### src/rtl/pc_unit_if.sv
// Bundle of control requests into, and fetch status out of, the program-counter unit.
// Latency: none (wires only).
// Backpressure: none; STALL is an ordinary request carried in this bundle.
// Ports:
//   Requests (control unit -> pc_unit): START STALL HALT BRANCH OFFSET JUMP CALL RET TARGET
//   Status   (pc_unit -> fetch/control): PC PC_VALID STATE RAS_FULL RAS_EMPTY ERR
interface pc_unit_if #(
    parameter int WIDTH    = 8,
    parameter int OFFSET_W = 8
);
    logic                START;
    logic                STALL;
    logic                HALT;
    logic                BRANCH;
    logic [OFFSET_W-1:0] OFFSET;
    logic                JUMP;
    logic                CALL;
    logic                RET;
    logic [WIDTH-1:0]    TARGET;
    logic [WIDTH-1:0]    PC;
    logic                PC_VALID;
    logic [1:0]          STATE;
    logic                RAS_FULL;
    logic                RAS_EMPTY;
    logic                ERR;

    // Control-unit side: drives requests, observes the PC.
    modport master (
        output START, STALL, HALT, BRANCH, OFFSET, JUMP, CALL, RET, TARGET,
        input  PC, PC_VALID, STATE, RAS_FULL, RAS_EMPTY, ERR
    );

    // pc_unit side.
    modport slave (
        input  START, STALL, HALT, BRANCH, OFFSET, JUMP, CALL, RET, TARGET,
        output PC, PC_VALID, STATE, RAS_FULL, RAS_EMPTY, ERR
    );
endinterface

### src/rtl/pc_unit.sv
// Next-PC stage: run/halt FSM, sequential step, relative branch, jump, call/return via a RAS.
// Latency: requests sampled on a falling edge of CLK appear on PC right after that edge; PC is registered.
// Backpressure: STALL holds PC and RAS for one cycle; lower-priority requests that cycle are dropped.
// Ports: CLK, RESET (synchronous, active-high) plus the pc_unit_if.slave bundle.
// Optional: define PC_WRAP_TRAP_EN to halt with ERR when a step, branch or call return
//           address would leave 0..2^WIDTH-1; otherwise arithmetic wraps silently.
module pc_unit #(
    parameter int WIDTH     = 8,
    parameter int STEP      = 1,
    parameter int OFFSET_W  = 8,
    parameter int RAS_DEPTH = 4
) (
    input  logic      CLK,
    input  logic      RESET,
    pc_unit_if.slave  bus
);
    typedef enum logic [1:0] {
        IDLE   = 2'd0,
        RUN    = 2'd1,
        HALTED = 2'd2
    } state_t;

    localparam int SP_W  = $clog2(RAS_DEPTH + 1);
    localparam int IDX_W = (RAS_DEPTH > 1) ? $clog2(RAS_DEPTH) : 1;
    // Wide enough that PC+STEP+sext(OFFSET) never wraps, so any bit above
    // WIDTH (including a negative sign) flags an out-of-range result.
    localparam int EW    = ((WIDTH > OFFSET_W) ? WIDTH : OFFSET_W) + 2;
    localparam logic [EW-1:0]   STEP_E = EW'(STEP);
    localparam logic [SP_W-1:0] SP_FULL = SP_W'(RAS_DEPTH);

`ifdef PC_WRAP_TRAP_EN
    localparam bit TRAP_EN = 1'b1;
`else
    localparam bit TRAP_EN = 1'b0;
`endif

    state_t            state, state_nxt;
    logic [WIDTH-1:0]  pc, pc_nxt;
    logic [WIDTH-1:0]  ras [RAS_DEPTH];
    logic [SP_W-1:0]   sp, sp_nxt;
    logic              push;
    logic              err, err_nxt;
    logic              ras_full, ras_empty;

    logic [EW-1:0]     seq_wide, br_wide, off_e;
    logic              seq_trap, br_trap;
    logic [IDX_W-1:0]  top_idx, push_idx;

    assign seq_wide = {{(EW-WIDTH){1'b0}}, pc} + STEP_E;
    assign off_e    = {{(EW-OFFSET_W){bus.OFFSET[OFFSET_W-1]}}, bus.OFFSET};
    assign br_wide  = seq_wide + off_e;
    assign seq_trap = TRAP_EN && (|seq_wide[EW-1:WIDTH]);
    assign br_trap  = TRAP_EN && (|br_wide[EW-1:WIDTH]);

    assign top_idx  = IDX_W'(sp - SP_W'(1));
    assign push_idx = IDX_W'(sp);

    always_comb begin
        state_nxt = state;
        pc_nxt    = pc;
        sp_nxt    = sp;
        push      = 1'b0;
        err_nxt   = err;
        case (state)
            IDLE: begin
                if (bus.START) begin
                    state_nxt = RUN;
                    pc_nxt    = '0;
                end
            end
            RUN: begin
                if (bus.HALT) begin
                    state_nxt = HALTED;
                end else if (bus.STALL) begin
                    // hold everything
                end else if (bus.RET) begin
                    if (sp != '0) begin
                        pc_nxt = ras[top_idx];
                        sp_nxt = sp - SP_W'(1);
                    end else if (seq_trap) begin
                        state_nxt = HALTED;
                        err_nxt   = 1'b1;
                    end else begin
                        pc_nxt  = seq_wide[WIDTH-1:0];
                        err_nxt = 1'b1;
                    end
                end else if (bus.CALL) begin
                    if (seq_trap) begin
                        state_nxt = HALTED;
                        err_nxt   = 1'b1;
                    end else begin
                        pc_nxt = bus.TARGET;
                        // A full stack drops the return address but the jump still happens.
                        if (sp == SP_FULL) begin
                            err_nxt = 1'b1;
                        end else begin
                            push   = 1'b1;
                            sp_nxt = sp + SP_W'(1);
                        end
                    end
                end else if (bus.JUMP) begin
                    pc_nxt = bus.TARGET;
                end else if (bus.BRANCH) begin
                    if (br_trap) begin
                        state_nxt = HALTED;
                        err_nxt   = 1'b1;
                    end else begin
                        pc_nxt = br_wide[WIDTH-1:0];
                    end
                end else begin
                    if (seq_trap) begin
                        state_nxt = HALTED;
                        err_nxt   = 1'b1;
                    end else begin
                        pc_nxt = seq_wide[WIDTH-1:0];
                    end
                end
            end
            default: begin
                // HALTED: only RESET leaves
            end
        endcase
    end

    always_ff @(negedge CLK) begin
        if (RESET) begin
            state     <= IDLE;
            pc        <= '0;
            sp        <= '0;
            err       <= 1'b0;
            ras_full  <= 1'b0;
            ras_empty <= 1'b1;
        end else begin
            state     <= state_nxt;
            pc        <= pc_nxt;
            sp        <= sp_nxt;
            err       <= err_nxt;
            ras_full  <= (sp_nxt == SP_FULL);
            ras_empty <= (sp_nxt == '0);
        end
    end

    // Stack storage needs no reset: entries above sp are never read.
    always_ff @(negedge CLK) begin
        if (!RESET && push) begin
            ras[push_idx] <= seq_wide[WIDTH-1:0];
        end
    end

    assign bus.PC        = pc;
    assign bus.PC_VALID  = (state == RUN);
    assign bus.STATE     = state;
    assign bus.RAS_FULL  = ras_full;
    assign bus.RAS_EMPTY = ras_empty;
    assign bus.ERR       = err;
endmodule

### src/flat_wrapper.sv
// flat-port wrapper written by rule: the top's interface ports become plain ports
module pc_unit_flat 
#(
    parameter int WIDTH     = 8,
    parameter int STEP      = 1,
    parameter int OFFSET_W  = 8,
    parameter int RAS_DEPTH = 4
)
  (CLK, RESET, bus_START, bus_STALL, bus_HALT, bus_BRANCH, bus_OFFSET, bus_JUMP, bus_CALL, bus_RET, bus_TARGET, bus_PC, bus_PC_VALID, bus_STATE, bus_RAS_FULL, bus_RAS_EMPTY, bus_ERR);
  pc_unit_if #(.WIDTH(WIDTH), .OFFSET_W(OFFSET_W)) bus_i ();
  input  logic CLK;
  input  logic RESET;
  input wire logic [$bits(bus_i.START)-1:0] bus_START;
  input wire logic [$bits(bus_i.STALL)-1:0] bus_STALL;
  input wire logic [$bits(bus_i.HALT)-1:0] bus_HALT;
  input wire logic [$bits(bus_i.BRANCH)-1:0] bus_BRANCH;
  input wire logic [$bits(bus_i.OFFSET)-1:0] bus_OFFSET;
  input wire logic [$bits(bus_i.JUMP)-1:0] bus_JUMP;
  input wire logic [$bits(bus_i.CALL)-1:0] bus_CALL;
  input wire logic [$bits(bus_i.RET)-1:0] bus_RET;
  input wire logic [$bits(bus_i.TARGET)-1:0] bus_TARGET;
  output wire logic [$bits(bus_i.PC)-1:0] bus_PC;
  output wire logic [$bits(bus_i.PC_VALID)-1:0] bus_PC_VALID;
  output wire logic [$bits(bus_i.STATE)-1:0] bus_STATE;
  output wire logic [$bits(bus_i.RAS_FULL)-1:0] bus_RAS_FULL;
  output wire logic [$bits(bus_i.RAS_EMPTY)-1:0] bus_RAS_EMPTY;
  output wire logic [$bits(bus_i.ERR)-1:0] bus_ERR;
  assign bus_i.START = bus_START;
  assign bus_i.STALL = bus_STALL;
  assign bus_i.HALT = bus_HALT;
  assign bus_i.BRANCH = bus_BRANCH;
  assign bus_i.OFFSET = bus_OFFSET;
  assign bus_i.JUMP = bus_JUMP;
  assign bus_i.CALL = bus_CALL;
  assign bus_i.RET = bus_RET;
  assign bus_i.TARGET = bus_TARGET;
  assign bus_PC = bus_i.PC;
  assign bus_PC_VALID = bus_i.PC_VALID;
  assign bus_STATE = bus_i.STATE;
  assign bus_RAS_FULL = bus_i.RAS_FULL;
  assign bus_RAS_EMPTY = bus_i.RAS_EMPTY;
  assign bus_ERR = bus_i.ERR;
  pc_unit #(.WIDTH(WIDTH), .STEP(STEP), .OFFSET_W(OFFSET_W), .RAS_DEPTH(RAS_DEPTH)) u_core (.CLK(CLK), .RESET(RESET), .bus(bus_i));
endmodule
### config.mk
export PLATFORM = sky130hd
export DESIGN_NAME = pc_unit_flat
export DESIGN_NICKNAME = d
export VERILOG_FILES = /design/src/rtl/pc_unit_if.sv /design/src/rtl/pc_unit.sv /design/src/flat_wrapper.sv
export SDC_FILE = /design/constraint.sdc
export NUM_CORES = 1
export LEC_CHECK = 0
export CAP_MARGIN = 0
export CORE_ASPECT_RATIO = 2
export CORE_MARGIN = 2
export CORE_UTILIZATION = 35
export CTS_BUF_LIST = sky130_fd_sc_hd__clkbuf_4
export DETAILED_ROUTE_END_ITERATION = 16
export GPL_TIMING_DRIVEN = 0
export PLACE_DENSITY_LB_ADDON = 0.3
export RECOVER_POWER = 100
export SLEW_MARGIN = 20
export SYNTH_ARGS = -nofsm -noshare
export SYNTH_HDL_FRONTEND = slang
export SYNTH_SLANG_ARGS = --single-unit
### constraint.sdc
create_clock -name CLK -period 3 [get_ports CLK]
set_input_delay 0.6 -clock CLK [delete_from_list [all_inputs] [get_ports CLK]]
set_output_delay 0.6 -clock CLK [all_outputs]
set_load 0.02 [all_outputs]
==> results of run 1 <==
path summary, 6_finish.rpt:
kind                            to  depth (start not counted)
setup / recovery  u_core.bus.PC[2]                         10
hold / removal      u_core.bus.ERR                          3
setup reg to reg  u_core.bus.PC[6]                         10
hold reg to reg     u_core.bus.ERR                          3
synth_stat cells (3+ instances only):
cell type   n
dfxtp_1    16
nand2b_1    3
a21oi_1    15
ha_1       15
xnor2_1     5
and3_1      6
edfxtp_1   32
nor2_1     13
nand2_1    21
clkbuf_1    7
o21a_1      4
o211ai_1    4
inv_1      14
o21ai_0     8
a211oi_1    5
nor3_1      4
nor2b_1     5
xor2_1      3
o22ai_1     3
o21ai_1     3
mux4_1      7
area by class of cell:
| cell class | count | area (um^2) | share of cell area, % |
|---|---|---|---|
| inverter | 13 | 48.8 | 1.22 |
| multi-input combinational | 173 | 1590 | 39.6 |
| tap | 94 | 118 | 2.94 |
| sequential | 48 | 1310 | 32.7 |
| antenna | 1 | 2.50 | 0.0625 |
| timing repair buffer | 66 | 607 | 15.1 |
| clock buffer | 5 | 37.5 | 0.937 |
| buffer | 9 | 90.1 | 2.25 |
| clock inverter | 51 | 206 | 5.15 |
flip-flops by register name, summed over array words and instances, names as in the netlist:
register and flops:
u_core.ras 32, u_core.bus.PC 8, u_core.sp 3, u_core.bus.STATE 2, u_core.bus.ERR 1, u_core.bus.RAS_EMPTY 1, u_core.bus.RAS_FULL 1
cells by family (layout without fill, tap and decap cells):
group	count (synthesis)	count (layout)
AO/OA/AOI/OAI	66	66
XOR/XNOR	8	8
adder cells (fa/ha/maj)	16	16
buffers and inverters	23	144
flip-flops	48	48
multiplexers	10	10
other	0	1
AND/OR/NAND/NOR	73	73
through the flow:
step | setup slack (ps) | hold WS [ps]
floorplan | -484 | 551
global placement | -1120 | 448
detailed placement | -1130 | 458
CTS | -220 | 470
global route | -254 | 588
finish | -205 | 556
critical path: stages:
cell and delay [ps]:
buf_6 70, ha_4 130, inv_2 40, fa_2 380
buf_4 160, xnor2_2 120, mux2i_1 170, a21oi_2 80
a21oi_2 190, a211oi_2 80
where the power goes:
part	switching [uW]	internal, uW
Clock	397	182
Combinational	116	126
Sequential	4.44	705
Total	518	1010
layer usage:
metal | global-route usage (%) | up-vias | part of all wire (%)
li1 | - | 1173 | -
met1 | 18.7 | 1207 | 35
met2 | 34.4 | 82 | 56
met3 | 4.25 | 25 | 3.7
met4 | 15.6 | 0 | 4.8
met5 | 0 | - | 0
repair_timing:
action | in CTS | in global routing
cloned | 1 | 0
resized for setup | 186 | 16
buffers inserted | 22 | 6
endpoints found under the setup margin | 60 | 56
pin swaps | 27 | 12
==> flow_summary.toml, run 1 <==
[outcome]
outcome = "finished, violations left"
violations = "negative setup slack"

[power]
ir_drop_mv = 0.187
leakage_uw = 0.00165
powerDensity_nw_per_um2 = 382
finalPower_uw = 1530

[global_routing]
track_usage_pct = 19.5
gr-total-overflow = 0
grt_pass1_wl_um = 12300
antenna_found_initial = 1
grt_pass1_vias = 2581
grt_max_degree = 17

[timing]
timing.slew.headroom_pct = 38.4
finalSetupTns_ps = -3890
setup_viol = 49
grt_setup_unrepaired = "true"
fin_ws_ps = -205
timing.final.hold_violations = 0
maxSlewViolCount = 0
finClkSkew_ps = 27.5
tightestPinTransition_ps = 918

[route]
via_count = 2487
finalWirelength_um = 7980
post_drt_wl_per_cell_um = 17.4
viasPerCell = 5.41
firstDrtPassIters = 4
ant_nets = 0
first_iter_violations = 118
drc = 0

[worst_setup_path]
worstPathMaxFanout = 2
cp_data_required_time_ps = 1820
worstPathArrival_ps = 2030
start_kind = "input port"
cp-startpoint = "bus_OFFSET[0]"
criticalPathCategory = "in -> reg"
worst_setup_path_end_kind = "register"
r2r_start = "u_core.bus.PC[0]"
rrSetupSlack_ps = -40

[die]
die_h_um = 130
placementRows = 45
die-area_um2 = 8660
ios = 39
start_util_pct = 36.3
core_um2 = 7600
die_w_um = 66.8

[logic_synthesis]
muxShareOfSynthArea_pct = 8.20
yosysUniqueCellTypes = 60
synth_top_family_by_area = "compound AO/OA/AOI/OAI gates"
synth_top_area_share_pct = 34.8
syn_inst = 244
synth_largest_area_cell = "edfxtp_1"
synthAdderAreaFrac_pct = 7.52
synth_nets = 285
synth_area_per_cell_um2 = 11.3
synth_compound_area_share_pct = 16.8
synth-xor-area-share_pct = 2.54
ys_seq_elements = 48
synth_area_um2 = 2760
synth_edf_count = 32
synth_top_cells_by_area = "edfxtp_1, dfxtp_1, ha_1"
yosys_warnings = 0
synth_ff_type = "edfxtp_1"
synth.yosys.seq_area_share_pct = 46.4
async_flop_share_pct = 0
synthSimpleGateAreaFrac_pct = 15.1

[clock_network]
numCtsBuffers = 5
cts_max_level = 2
clk-insertion-delay-late_ps = 460
clockBufferDepth = 2
cts_tree = "done"
clock-sinks = 48
holdBufCountCts = 0
clkSlewWorstSetupHoldPaths_ps = 50
cts_root_buffer = "clkbuf_4"

[run]
cap_viol_max_count = 0

[worst_hold_path]
min_from = "u_core.bus.ERR"
hp-class = "reg -> reg"

[final_layout]
layout_commonest_cell = "inv_1"
drive_gt1_share_pct = 32.3
final_cell_mix = "inv_1, edfxtp_1, buf_6"
stdcell_area_um2 = 4010
fillers = 692
instances_no_fill = 460
final_util_pct = 52.7
fin_nets = 405
area_delta_synth_final_pct = 45.0

[place]
hpwl_um = 5340
port_buffers = 38
dp.cells = 376
postPlaceCellArea_um2 = 3360
gp_congestion = 0.857
No activity file was read; power rests on OpenSTA's default activity.
==> run 2, diff against run 1 <==
--- a/config.mk
+++ b/config.mk
@@ -6,7 +6,7 @@
 export NUM_CORES = 1
 export LEC_CHECK = 0
 export CAP_MARGIN = 0
-export CORE_ASPECT_RATIO = 2
+export CORE_ASPECT_RATIO = 0.6
 export CORE_MARGIN = 2
 export CORE_UTILIZATION = 35
 export CTS_BUF_LIST = sky130_fd_sc_hd__clkbuf_4
==> flow_summary.toml, run 2 (same netlist as run 1, synthesis figures left out) <==
[outcome]
outcome = "finished, violations left"
violations = "negative setup slack"

[timing]
fin_ws_ps = -201
setup_viol = 52
tightestPinTransition_ps = 899
grt_setup_unrepaired = "true"
timing.slew.headroom_pct = 39.7
finClkSkew_ps = 36.0
timing.final.hold_violations = 0
maxSlewViolCount = 0

[power]
leakage_uw = 0.00166
finalPower_uw = 1540
powerDensity_nw_per_um2 = 381
ir_drop_mv = 0.184

[route]
via_count = 2420
post_drt_wl_per_cell_um = 16.4
finalWirelength_um = 7750
drc = 0
ant_nets = 0
viasPerCell = 5.12
firstDrtPassIters = 5
first_iter_violations = 168

[die]
die_w_um = 119
ios = 39
die_h_um = 72.8
start_util_pct = 35.6
placementRows = 25
core_um2 = 7760
die-area_um2 = 8640

[worst_setup_path]
worstPathArrival_ps = 2600
path_buf_inv = 2
worstPathMaxFanout = 2
cp_data_required_time_ps = 2400
crit_family = "flip-flops"
worst_setup_path_end_kind = "output port"
cpPeakStageDelay_ps = 320
start_kind = "register"
cpMaxStageDelayCell = "dfxtp_2"
criticalPathCategory = "reg -> out"
worstPathCellList = "buf_8 > nor2b_4 > buf_6"

[clock_network]
cts_max_level = 2
clkSlewWorstSetupHoldPaths_ps = 60
numCtsBuffers = 5
cts_tree = "done"
holdBufCountCts = 0
clock-sinks = 48
clk-insertion-delay-late_ps = 460
clockBufferDepth = 2
cts_root_buffer = "clkbuf_4"

[final_layout]
fin_nets = 405
stdcell_area_um2 = 4030
drive_gt1_share_pct = 32.1
largest_register = "u_core.ras"
layout_commonest_cell = "inv_1"
final_cell_mix = "inv_1, edfxtp_1, buf_6"
largest_reg_flops = 32
area_delta_synth_final_pct = 46.0
n_antenna_cell = 0
fillers = 735

[global_routing]
grt_pass1_vias = 2525
antenna_found_initial = 0
grt_pass1_wl_um = 12100
grt_max_degree = 17
gr-total-overflow = 0
track_usage_pct = 18.4

[run]
cap_viol_max_count = 0

[place]
port_buffers = 38
pre_cts_ws_ps = -1130
gp_congestion = 0.878
hpwl_um = 5020
postPlaceCellArea_um2 = 3370

[worst_hold_path]
hp-class = "reg -> reg"
-- run 2: path summary, 6_finish.rpt --
kind	slack, ps	endpoint	start	depth (start not counted)
hold / removal	480	u_core.bus.ERR	u_core.bus.ERR	2
setup reg to reg	-10	u_core.bus.PC[6]	u_core.bus.PC[0]	10
hold reg to reg	480	u_core.bus.ERR	u_core.bus.ERR	2
setup / recovery	-200	bus_PC_VALID	u_core.bus.STATE[1]	3
-- run 2: worst min-delay path, delay by kind of cell, from the launching register on --
kind               cells  cell delay (ps)
DFF                    1              330
and+or+nand+nor        1               70
AOI/OAI and AO/OA      1               40
-- run 2: what timing repair did --
item                       CTS  global route
gates resized for setup    182            20
setup buffers               22             7
pin swaps                   28            20
setup endpoints to repair   60            56
-- run 2: final cells by class --
class / count / area (um^2) / share of cell area [%]
multi-input cells: 173 / 1600 / 39.7
flip-flops and latches: 48 / 1310 / 32.6
repair buffers: 66 / 607 / 15.0
clock inverters: 51 / 204 / 5.06
well taps: 108 / 135 / 3.35
plain buffers: 9 / 87.6 / 2.17
inverters: 13 / 48.8 / 1.21
clock buffers: 5 / 37.5 / 0.931
-- run 2: layer usage --
layer | global-route usage (%) | up-vias | share of wire [%]
li1 | - | 1173 | -
met1 | 23.6 | 1150 | 46
met2 | 28.7 | 85 | 46
met3 | 5.39 | 12 | 6.5
met4 | 9.26 | 0 | 1.7
met5 | 0 | - | 0
-- run 2: report_power, final --
part	leakage [uW]	switching (uW)	internal, uW
clock	0.000294	411	182
sequential	0.000404	4.90	702
combinational	0.000966	114	124
total	0.00166	530	1010
-- run 2: stage by stage --
step / instances / hold slack (ps) / TNS, ps / util [%]
floorplan: 244 / 551 / -14100 / -
global placement: 390 / 481 / -48700 / 43.5
detailed placement: 390 / 459 / -49090 / 43.5
CTS: 467 / 484 / -4090 / 51.3
global route: 473 / 527 / -6070 / 52.0
finish: 473 / 479 / -5490 / 52.0
==> run 3, diff against run 2 <==
--- a/config.mk
+++ b/config.mk
@@ -5,13 +5,13 @@
 export SDC_FILE = /design/constraint.sdc
 export NUM_CORES = 1
 export LEC_CHECK = 0
+export ABC_CLOCK_PERIOD_IN_PS = 3000
 export CAP_MARGIN = 0
 export CORE_ASPECT_RATIO = 0.6
 export CORE_MARGIN = 2
 export CORE_UTILIZATION = 35
 export CTS_BUF_LIST = sky130_fd_sc_hd__clkbuf_4
 export DETAILED_ROUTE_END_ITERATION = 16
-export GPL_TIMING_DRIVEN = 0
 export PLACE_DENSITY_LB_ADDON = 0.3
 export RECOVER_POWER = 100
 export SLEW_MARGIN = 20
==> flow_summary.toml, run 3 (same netlist as run 1, synthesis figures left out) <==
[outcome]
outcome = "finished, violations left"
violations = "negative setup slack"

[final_layout]
final_cell_mix = "inv_1, buf_4, edfxtp_1"
drive_gt1_share_pct = 35.2
area_delta_synth_final_pct = 49.5
layout_commonest_cell = "inv_1"
final_util_pct = 53.3
instances_no_fill = 492
fin_nets = 424
largest_register = "u_core.ras"
n_antenna_cell = 0
largest_reg_flops = 32

[clock_network]
clockBufferDepth = 2
cts_root_buffer = "clkbuf_4"
clk-insertion-delay-late_ps = 430
clock-sinks = 48
holdBufCountCts = 0
numCtsBuffers = 5
clkSlewWorstSetupHoldPaths_ps = 50
cts_tree = "done"
cts_max_level = 2

[place]
pre_cts_ws_ps = -1110
hpwl_um = 5480
gp_congestion = 0.830
dp.cells = 430
port_buffers = 38

[power]
ir_drop_mv = 0.191
leakage_uw = 0.00174
powerDensity_nw_per_um2 = 390

[global_routing]
track_usage_pct = 18.0
antenna_found_initial = 0
gr-total-overflow = 0
grt_pass1_vias = 2496
grt_max_degree = 16
grt_pass1_wl_um = 12100

[timing]
hold_ws_ps = 472
timing.slew.headroom_pct = 55.4
tightestPinTransition_ps = 667
timing.final.hold_violations = 0
grt_setup_unrepaired = "true"
maxSlewViolCount = 0
finClkSkew_ps = 27.1
fin_ws_ps = -195
setup_viol = 47

[route]
drc = 0
viasPerCell = 4.99
first_iter_violations = 159
post_drt_wl_per_cell_um = 15.3
finalWirelength_um = 7530
ant_nets = 0
firstDrtPassIters = 4
via_count = 2453

[worst_setup_path]
worstPathArrival_ps = 2040
criticalPathCategory = "in -> reg"
start_kind = "input port"
reg2regPathDepth = 11
cp_data_required_time_ps = 1840
worstPathMaxFanout = 2
worst_setup_path_end_kind = "register"

[die]
ios = 39
start_util_pct = 35.6
die_h_um = 72.8
die_w_um = 119
core_um2 = 7760
die-area_um2 = 8640
placementRows = 25

[run]
cap_viol_max_count = 0

[worst_hold_path]
hp-class = "reg -> reg"
hold_depth = 2
## run 3: changes by cell type in the layout (fill, tap and decap cells not counted), moves of 2 or more
cell and delta:
buf_8 -2, buf_4 +29, clkbuf_8 -3, inv_4 -2
dfxtp_2 +4, clkdlybuf4s15_1 +3, clkbuf_2 -2, dlygate4sd2_1 -2
dfxtp_4 -6, buf_6 -4, dfxtp_1 +2
## run 3: per-layer routing
| metal | wire length (um) | global-route usage (%) |
|---|---|---|
| met1 | 3620 | 24.9 |
| met2 | 3400 | 27.9 |
| met3 | 482 | 4.92 |
| met4 | 34 | 5.56 |
| met5 | 0 | 0 |
## run 3: final cells by class
cell class	instances	area, um^2
fillers	720	3630
multi-input cells	173	1600
clock inverters	51	226
well taps	108	135
repair buffers	94	791
inverters	13	48.8
clock buffers	5	37.5
flip-flops and latches	48	1300
## run 3: worst paths after layout
kind,endpoint,start,slack [ps]
max,u_core.bus.PC[2],bus_OFFSET[0],-200
min,u_core.bus.ERR,u_core.bus.ERR,470
max reg2reg,u_core.bus.PC[6],u_core.bus.PC[0],300
min reg2reg,u_core.bus.ERR,u_core.bus.ERR,470
## run 3: repair_timing
item | 4_1_cts | 5_1_grt
setup endpoints to repair | 59 | 58
gates cloned | 0 | 0
buffers inserted | 3 | 4
pin swaps | 24 | 19
gates resized for setup | 151 | 17
## run 3: critical path, cell delays in order
cell	delay, ps
buf_6	70
ha_4	120
inv_2	40
fa_2	410
buf_4	160
xnor2_2	110
mux2i_1	90
a21oi_1	170
a21oi_1	90
a211oi_1	190
## run 3: where the power goes
part	switching [uW]	internal (uW)	total [uW]
Sequential	4.57	707	712
Clock	392	262	654
Combinational	114	130	244
Total	510	1100	1610
## run 3: through the flow
step / instance area (um^2) / total power (uW) / TNS, ps
2_1_floorplan: 2860 / 930 / -14100
3_3_place_gp: 3690 / 1040 / -39200
3_5_place_dp: 3690 / 1040 / -39310
4_1_cts: 4070 / 1630 / -3590
5_1_grt: 4130 / 1730 / -4880
6_report: 4130 / 1610 / -2950
